**src/rtl/instr_align_if.sv**
```systemverilog
// -----------------------------------------------------------------------------
// instr_align_if
//   Bundles the fetch-side handshake and the D-stage output of instr_align.
//
//   Fetch side : FetchWordF, FetchAddrF, FetchValidF -> / <- FetchReadyF
//   Control    : FlushD, RedirectPCF, StallD
//   D stage    : InstrRawD, PCD, CompressedD, InstrValidD
//
//   master : the fetch/pipeline side that drives the aligner
//   slave  : the aligner itself
// -----------------------------------------------------------------------------
interface instr_align_if #(
    parameter int XLEN = 64
);
    logic [31:0]     FetchWordF;
    logic [XLEN-1:0] FetchAddrF;
    logic            FetchValidF;
    logic            FetchReadyF;
    logic            FlushD;
    logic [XLEN-1:0] RedirectPCF;
    logic            StallD;
    logic [31:0]     InstrRawD;
    logic [XLEN-1:0] PCD;
    logic            CompressedD;
    logic            InstrValidD;

    modport master (
        output FetchWordF, FetchAddrF, FetchValidF, FlushD, RedirectPCF, StallD,
        input  FetchReadyF, InstrRawD, PCD, CompressedD, InstrValidD
    );

    modport slave (
        input  FetchWordF, FetchAddrF, FetchValidF, FlushD, RedirectPCF, StallD,
        output FetchReadyF, InstrRawD, PCD, CompressedD, InstrValidD
    );
endinterface

```
**src/rtl/instr_align.sv**
```systemverilog
// -----------------------------------------------------------------------------
// instr_align
//   Turns a stream of word-aligned 32-bit fetch words into one instruction per
//   cycle for the decompress stage. Output is registered (1-cycle latency).
//
//   Build option: INSTR_ALIGN_ZCA_EN
//     defined   - compressed (16-bit) support: pairs, straddling 32-bit
//                 instructions, redirects to halfword targets.
//     undefined - every accepted word is emitted whole, CompressedD=0, no
//                 residue storage; RedirectPCF is ignored.
//
//   Ports
//     clk     : clock
//     reset   : asynchronous active-low reset
//     io_bus  : instr_align_if.slave (fetch handshake, flush/stall, D outputs)
// -----------------------------------------------------------------------------
module instr_align #(
    parameter int XLEN = 64
) (
    input  logic           clk,
    input  logic           reset,
    instr_align_if.slave   io_bus
);

    logic            w_adv;
    logic            w_ready;
    logic            w_accept;
    logic            w_emit;
    logic [31:0]     w_instr;
    logic [XLEN-1:0] w_pc;
    logic            w_comp;

    logic            r_valid;
    logic [31:0]     r_instr;
    logic [XLEN-1:0] r_pc;
    logic            r_comp;

    assign w_adv = !io_bus.StallD;

`ifdef INSTR_ALIGN_ZCA_EN
    typedef enum logic [1:0] {EMPTY, SKIP, HALF} state_t;

    state_t          r_state;
    state_t          w_state_nxt;
    logic [15:0]     r_res;
    logic [XLEN-1:0] r_res_pc;
    logic            w_res_load;

    logic [15:0]     w_lo;
    logic [15:0]     w_hi;
    logic            w_lo_c;   // low half of the fetch word is compressed
    logic            w_res_c;  // residue halfword is a complete compressed instr

    assign w_lo    = io_bus.FetchWordF[15:0];
    assign w_hi    = io_bus.FetchWordF[31:16];
    assign w_lo_c  = (w_lo[1:0] != 2'b11);
    assign w_res_c = (r_res[1:0] != 2'b11);

    // state register
    always_ff @(posedge clk or negedge reset) begin
        if (!reset)
            r_state <= EMPTY;
        else
            r_state <= w_state_nxt;
    end

    // next state
    always_comb begin
        w_state_nxt = r_state;
        if (io_bus.FlushD) begin
            w_state_nxt = io_bus.RedirectPCF[1] ? SKIP : EMPTY;
        end else begin
            case (r_state)
                EMPTY:   if (w_res_load)          w_state_nxt = HALF;
                SKIP:    if (w_accept)            w_state_nxt = HALF;
                HALF:    if (w_res_c && w_adv)    w_state_nxt = EMPTY;
                default:                          w_state_nxt = EMPTY;
            endcase
        end
    end

    // outputs: fetch handshake, what to emit, whether to refill the residue
    always_comb begin
        w_ready    = 1'b0;
        w_accept   = 1'b0;
        w_emit     = 1'b0;
        w_res_load = 1'b0;
        w_instr    = '0;
        w_pc       = '0;
        if (!io_bus.FlushD) begin
            case (r_state)
                EMPTY: begin
                    w_ready    = w_adv;
                    w_accept   = io_bus.FetchValidF && w_ready;
                    w_emit     = w_accept;
                    w_res_load = w_accept && w_lo_c;
                    w_instr    = w_lo_c ? {16'h0, w_lo} : io_bus.FetchWordF;
                    w_pc       = io_bus.FetchAddrF;
                end
                SKIP: begin
                    // redirect landed on the upper half: drop the low half
                    w_ready    = w_adv;
                    w_accept   = io_bus.FetchValidF && w_ready;
                    w_res_load = w_accept;
                end
                HALF: begin
                    w_pc = r_res_pc;
                    if (w_res_c) begin
                        // residue is a whole instruction; drain it without fetching
                        w_emit  = w_adv;
                        w_instr = {16'h0, r_res};
                    end else begin
                        // residue is the low half of a 32-bit instr straddling words
                        w_ready    = w_adv;
                        w_accept   = io_bus.FetchValidF && w_ready;
                        w_emit     = w_accept;
                        w_res_load = w_accept;
                        w_instr    = {w_lo, r_res};
                    end
                end
                default: ;
            endcase
        end
    end

    always_ff @(posedge clk or negedge reset) begin
        if (!reset) begin
            r_res    <= '0;
            r_res_pc <= '0;
        end else if (w_res_load) begin
            r_res    <= w_hi;
            r_res_pc <= io_bus.FetchAddrF + XLEN'(2);
        end
    end

    assign w_comp = (w_instr[1:0] != 2'b11);

    logic w_unused;
    assign w_unused = ^{io_bus.RedirectPCF[XLEN-1:2], io_bus.RedirectPCF[0]};
`else
    assign w_ready  = w_adv && !io_bus.FlushD;
    assign w_accept = io_bus.FetchValidF && w_ready;
    assign w_emit   = w_accept;
    assign w_instr  = io_bus.FetchWordF;
    assign w_pc     = io_bus.FetchAddrF;
    assign w_comp   = 1'b0;

    logic w_unused;
    assign w_unused = ^io_bus.RedirectPCF;
`endif

    // D-stage register; flush kills valid but leaves the data fields alone
    always_ff @(posedge clk or negedge reset) begin
        if (!reset) begin
            r_valid <= 1'b0;
            r_instr <= '0;
            r_pc    <= '0;
            r_comp  <= 1'b0;
        end else if (io_bus.FlushD) begin
            r_valid <= 1'b0;
        end else if (w_adv) begin
            r_valid <= w_emit;
            if (w_emit) begin
                r_instr <= w_instr;
                r_pc    <= w_pc;
                r_comp  <= w_comp;
            end
        end
    end

    assign io_bus.FetchReadyF = w_ready;
    assign io_bus.InstrValidD = r_valid;
    assign io_bus.InstrRawD   = r_instr;
    assign io_bus.PCD         = r_pc;
    assign io_bus.CompressedD = r_comp;

endmodule

```
**src/flat_wrapper.sv**
```systemverilog
// flat-port wrapper written by rule: the top's interface ports become plain ports
module instr_align_flat 
#(
    parameter int XLEN = 64
)
  (clk, reset, io_bus_FetchWordF, io_bus_FetchAddrF, io_bus_FetchValidF, io_bus_FlushD, io_bus_RedirectPCF, io_bus_StallD, io_bus_FetchReadyF, io_bus_InstrRawD, io_bus_PCD, io_bus_CompressedD, io_bus_InstrValidD);
  instr_align_if #(.XLEN(XLEN)) io_bus_i ();
  input  logic clk;
  input  logic reset;
  input wire logic [$bits(io_bus_i.FetchWordF)-1:0] io_bus_FetchWordF;
  input wire logic [$bits(io_bus_i.FetchAddrF)-1:0] io_bus_FetchAddrF;
  input wire logic [$bits(io_bus_i.FetchValidF)-1:0] io_bus_FetchValidF;
  input wire logic [$bits(io_bus_i.FlushD)-1:0] io_bus_FlushD;
  input wire logic [$bits(io_bus_i.RedirectPCF)-1:0] io_bus_RedirectPCF;
  input wire logic [$bits(io_bus_i.StallD)-1:0] io_bus_StallD;
  output wire logic [$bits(io_bus_i.FetchReadyF)-1:0] io_bus_FetchReadyF;
  output wire logic [$bits(io_bus_i.InstrRawD)-1:0] io_bus_InstrRawD;
  output wire logic [$bits(io_bus_i.PCD)-1:0] io_bus_PCD;
  output wire logic [$bits(io_bus_i.CompressedD)-1:0] io_bus_CompressedD;
  output wire logic [$bits(io_bus_i.InstrValidD)-1:0] io_bus_InstrValidD;
  assign io_bus_i.FetchWordF = io_bus_FetchWordF;
  assign io_bus_i.FetchAddrF = io_bus_FetchAddrF;
  assign io_bus_i.FetchValidF = io_bus_FetchValidF;
  assign io_bus_i.FlushD = io_bus_FlushD;
  assign io_bus_i.RedirectPCF = io_bus_RedirectPCF;
  assign io_bus_i.StallD = io_bus_StallD;
  assign io_bus_FetchReadyF = io_bus_i.FetchReadyF;
  assign io_bus_InstrRawD = io_bus_i.InstrRawD;
  assign io_bus_PCD = io_bus_i.PCD;
  assign io_bus_CompressedD = io_bus_i.CompressedD;
  assign io_bus_InstrValidD = io_bus_i.InstrValidD;
  instr_align #(.XLEN(XLEN)) u_core (.clk(clk), .reset(reset), .io_bus(io_bus_i));
endmodule
```
**config.mk**
```make
export PLATFORM = sky130hd
export DESIGN_NAME = instr_align_flat
export DESIGN_NICKNAME = d
export VERILOG_FILES = /design/src/rtl/instr_align_if.sv /design/src/rtl/instr_align.sv /design/src/flat_wrapper.sv
export SDC_FILE = /design/constraint.sdc
export NUM_CORES = 1
export LEC_CHECK = 0
export CAP_MARGIN = 20
export CORE_AREA = 2 2 101 103
export CTS_BUF_LIST = sky130_fd_sc_hd__clkbuf_8
export CTS_CLUSTER_DIAMETER = 30
export DETAILED_ROUTE_END_ITERATION = 8
export DIE_AREA = 0 0 103 105
export PLACE_DENSITY = 0.9
export RECOVER_POWER = 25
export SLEW_MARGIN = 25
export SYNTH_ARGS = -nofsm -noshare
export SYNTH_HDL_FRONTEND = slang
export SYNTH_SLANG_ARGS = --single-unit
```
**constraint.sdc**
```tcl
create_clock -name clk -period 2 [get_ports clk]
set_input_delay 0.2 -clock clk [delete_from_list [all_inputs] [get_ports clk]]
set_output_delay 0.2 -clock clk [all_outputs]
set_load 0.1 [all_outputs]
```
==> metrics.yaml <==
status:
  status: "completed"
clocking:
  cts_buffers: 9
  clock_path_buffers: 2
  tritoncts: "done"
  h-tree-depth: 3
  insertion_delay_ns: 0.34
  cts_setup_buffers: 0
  clk_pin_slew_ns: 0.08
  cts-hold-fix-buffers: 1
  cts_resized: 0
  root_buffer: "clkbuf_8"
  numClockSinks: 97
floorplanning:
  num_rows: 36
  io_pins: 264
  core-area_um2: 9640
  die_x_um: 103
  dieArea_um2: 10800
  start_util_pct: 37.6
  dieHeight_um: 105
job:
  cap_violations: 0
worst_setup_path:
  critPathMaxFanout: 49
  r2r_start: "u_core.io_bus.PCD[28]$_DFFE_PN0P_"
  crit_type: "in -> reg"
  r2r_cells: 1
  end_kind: "flip-flop"
  startpoint: "io_bus_StallD"
  crit_required_ns: 2.22
  critPathArrivalTime_ns: 1.81
  critPathBufInv: 2
  cp_top_family: "buffers and inverters"
  reg2reg_setup_slack_ns: 1.19
  max_stage_delay_ns: 0.61
  start_kind: "input port"
  crit_cells: 4
  cp_slowest_cell: "dlygate4sd3_1"
  cp_cell_sequence: "dlygate4sd3_1, nor3b_4, buf_12, mux2_1"
  r2r-end: "u_core.io_bus.PCD[28]$_DFFE_PN0P_"
  critPathCapture: "u_core.io_bus.PCD[20]$_DFFE_PN0P_"
global_route:
  first_global_vias: 2588
  grt_pass1_wl_um: 12600
  grt_overflow: 0
  grt_max_degree: 50
  grtUsageTotal_pct: 15.1
  antenna_found_initial: 0
placement:
  dp_slack_ns: 0.144
  gp_congestion: 0.689
  port_buffers: 198
  dp_hpwl_um: 6410
synthesis:
  synth.cell_area_um2: 3630
  yosysUniqueCellTypes: 10
  synth_cells: 209
  synth_top_area_share_pct: 66.9
  synth_nets: 374
  synth_area_leaders: "dfrtp_1 67%, mux2_2 17%, mux2_1 12%, buf_6 1.2%, buf_2 0.69%"
  yosysTopAreaCell: "dfrtp_1"
  syn_area_per_cell_um2: 17.4
  ys_seq_elements: 97
  ys.warnings.count: 0
  yosysSeqAreaShare_pct: 66.9
power:
  irDropWorstVdd_mv: 0.643
  cellLeakagePower_nw: 2.56
  powerDensity_nw_per_um2: 1380
cells_and_area:
  drive_gt1_share_pct: 41.6
  regArea_um2: 2430
  area_delta_synth_final_pct: 58.4
  fin_nets: 577
  multi_input_area_um2: 1120
  nFillCells: 794
  final_cell_mix: "98 x clkdlybuf4s50_1, 98 x buf_4, 97 x dfrtp_1"
  antennaDiodeCount: 0
sta:
  setup_ws_ns: 0.412
  rsz0062_at_grt: "false"
  finalSetupViolations: 0
  tightest_slew_ns: 1.12
  fmax_ghz: 0.630
  relSlewSlack_pct: 25.2
  fin_setup_tns_ns: 0
  min_period_ns: 1.59
  slew_violations: 0
  hold_viol: 0
  finalCritPeriodShare_pct: 79.4
  finalClockSkew_ns: 0
drt:
  num_vias: 2472
  drtIter0Drc: 46
  vias_per_cell: 4.50
  drt_pass1_iterations: 4
  wirelength_um: 8260
  drc: 0
  wl_per_cell_um: 15.0
  drtAntennaViolNets: 0
min_path:
  hold_path_depth: 2
  hold_path.class: "in -> reg"
## cells by family after synthesis
kind of cell,after synthesis,synth area share (%)
and+or+nand+nor,3,0.552
other,1,0.103
buffers and inverters,11,2.35
muxes,97,30.1
DFF,97,66.9
## metrics by stage
| stage | utilization, % | hold WS (ns) | power, W | std cells | area (µm²) |
|---|---|---|---|---|---|
| after global placement | 57.4 | 0.232 | 0.00659 | 533 | 5530 |
| after floorplan | - | -0.0956 | 0.00563 | 209 | 3630 |
| final | 59.6 | 0.448 | 0.00791 | 549 | 5750 |
| after CTS | 59.6 | 0.414 | 0.00801 | 549 | 5750 |
| after global routing | 59.6 | 0.420 | 0.00822 | 549 | 5750 |
| after detailed placement | 57.4 | 0.239 | 0.00665 | 533 | 5530 |
## Yosys cell counts (all sizes together)
master,number
buf,11
conb,1
dfrtp,97
mux2,96
mux2i,1
nor2,2
nor3b,1
## worst min-delay path by stage
| stage | slack, ns | start | end |
|---|---|---|---|
| after global routing | 0.42 | io_bus_FetchWordF[3] | u_core.io_bus.InstrRawD[3]$_DFFE_PN0P_ |
| after detailed placement | 0.24 | reset | u_core.io_bus.PCD[37]$_DFFE_PN0P_ |
| final | 0.45 | io_bus_FetchAddrF[23] | u_core.io_bus.PCD[23]$_DFFE_PN0P_ |
| after floorplan | -0.1 | reset | u_core.io_bus.InstrRawD[0]$_DFFE_PN0P_ |
| after global placement | 0.23 | reset | u_core.io_bus.PCD[37]$_DFFE_PN0P_ |
| after CTS | 0.41 | reset | u_core.io_bus.InstrRawD[8]$_DFFE_PN0P_ |
## registers in the layout (all words and copies together), names as in the netlist
name                       flops
u_core.io_bus.PCD             64
u_core.io_bus.InstrRawD       32
u_core.io_bus.InstrValidD      1
## power by group
group / internal (W) / switching (W) / total (W) / leakage (nW)
Combinational: 0.000902 / 0.00316 / 0.00407 / 1.30
Clock: 0.000722 / 0.000610 / 0.00133 / 0.115
Sequential: 0.00233 / 0.000190 / 0.00252 / 1.15
Total: 0.00395 / 0.00396 / 0.00791 / 2.56
## metal layers
layer	GRT usage [%]	vias to the layer above	part of all wire [%]
li1	-	1135	-
met1	16.3	1206	37
met2	26.4	124	52
met3	6.22	7	10
met4	4.51	0	0.97
met5	0	-	0
## area by class of cell
| type | instances | area share [%] |
|---|---|---|
| Sequential cell | 97 | 42.2 |
| Tap cell | 133 | 2.90 |
| Timing Repair Buffer | 203 | 31.7 |
| Multi-Input combinational cell | 101 | 19.5 |
| Clock buffer | 10 | 2.39 |
| Clock inverter | 5 | 1.26 |
Note: power is estimated with default switching activity, not from simulation.
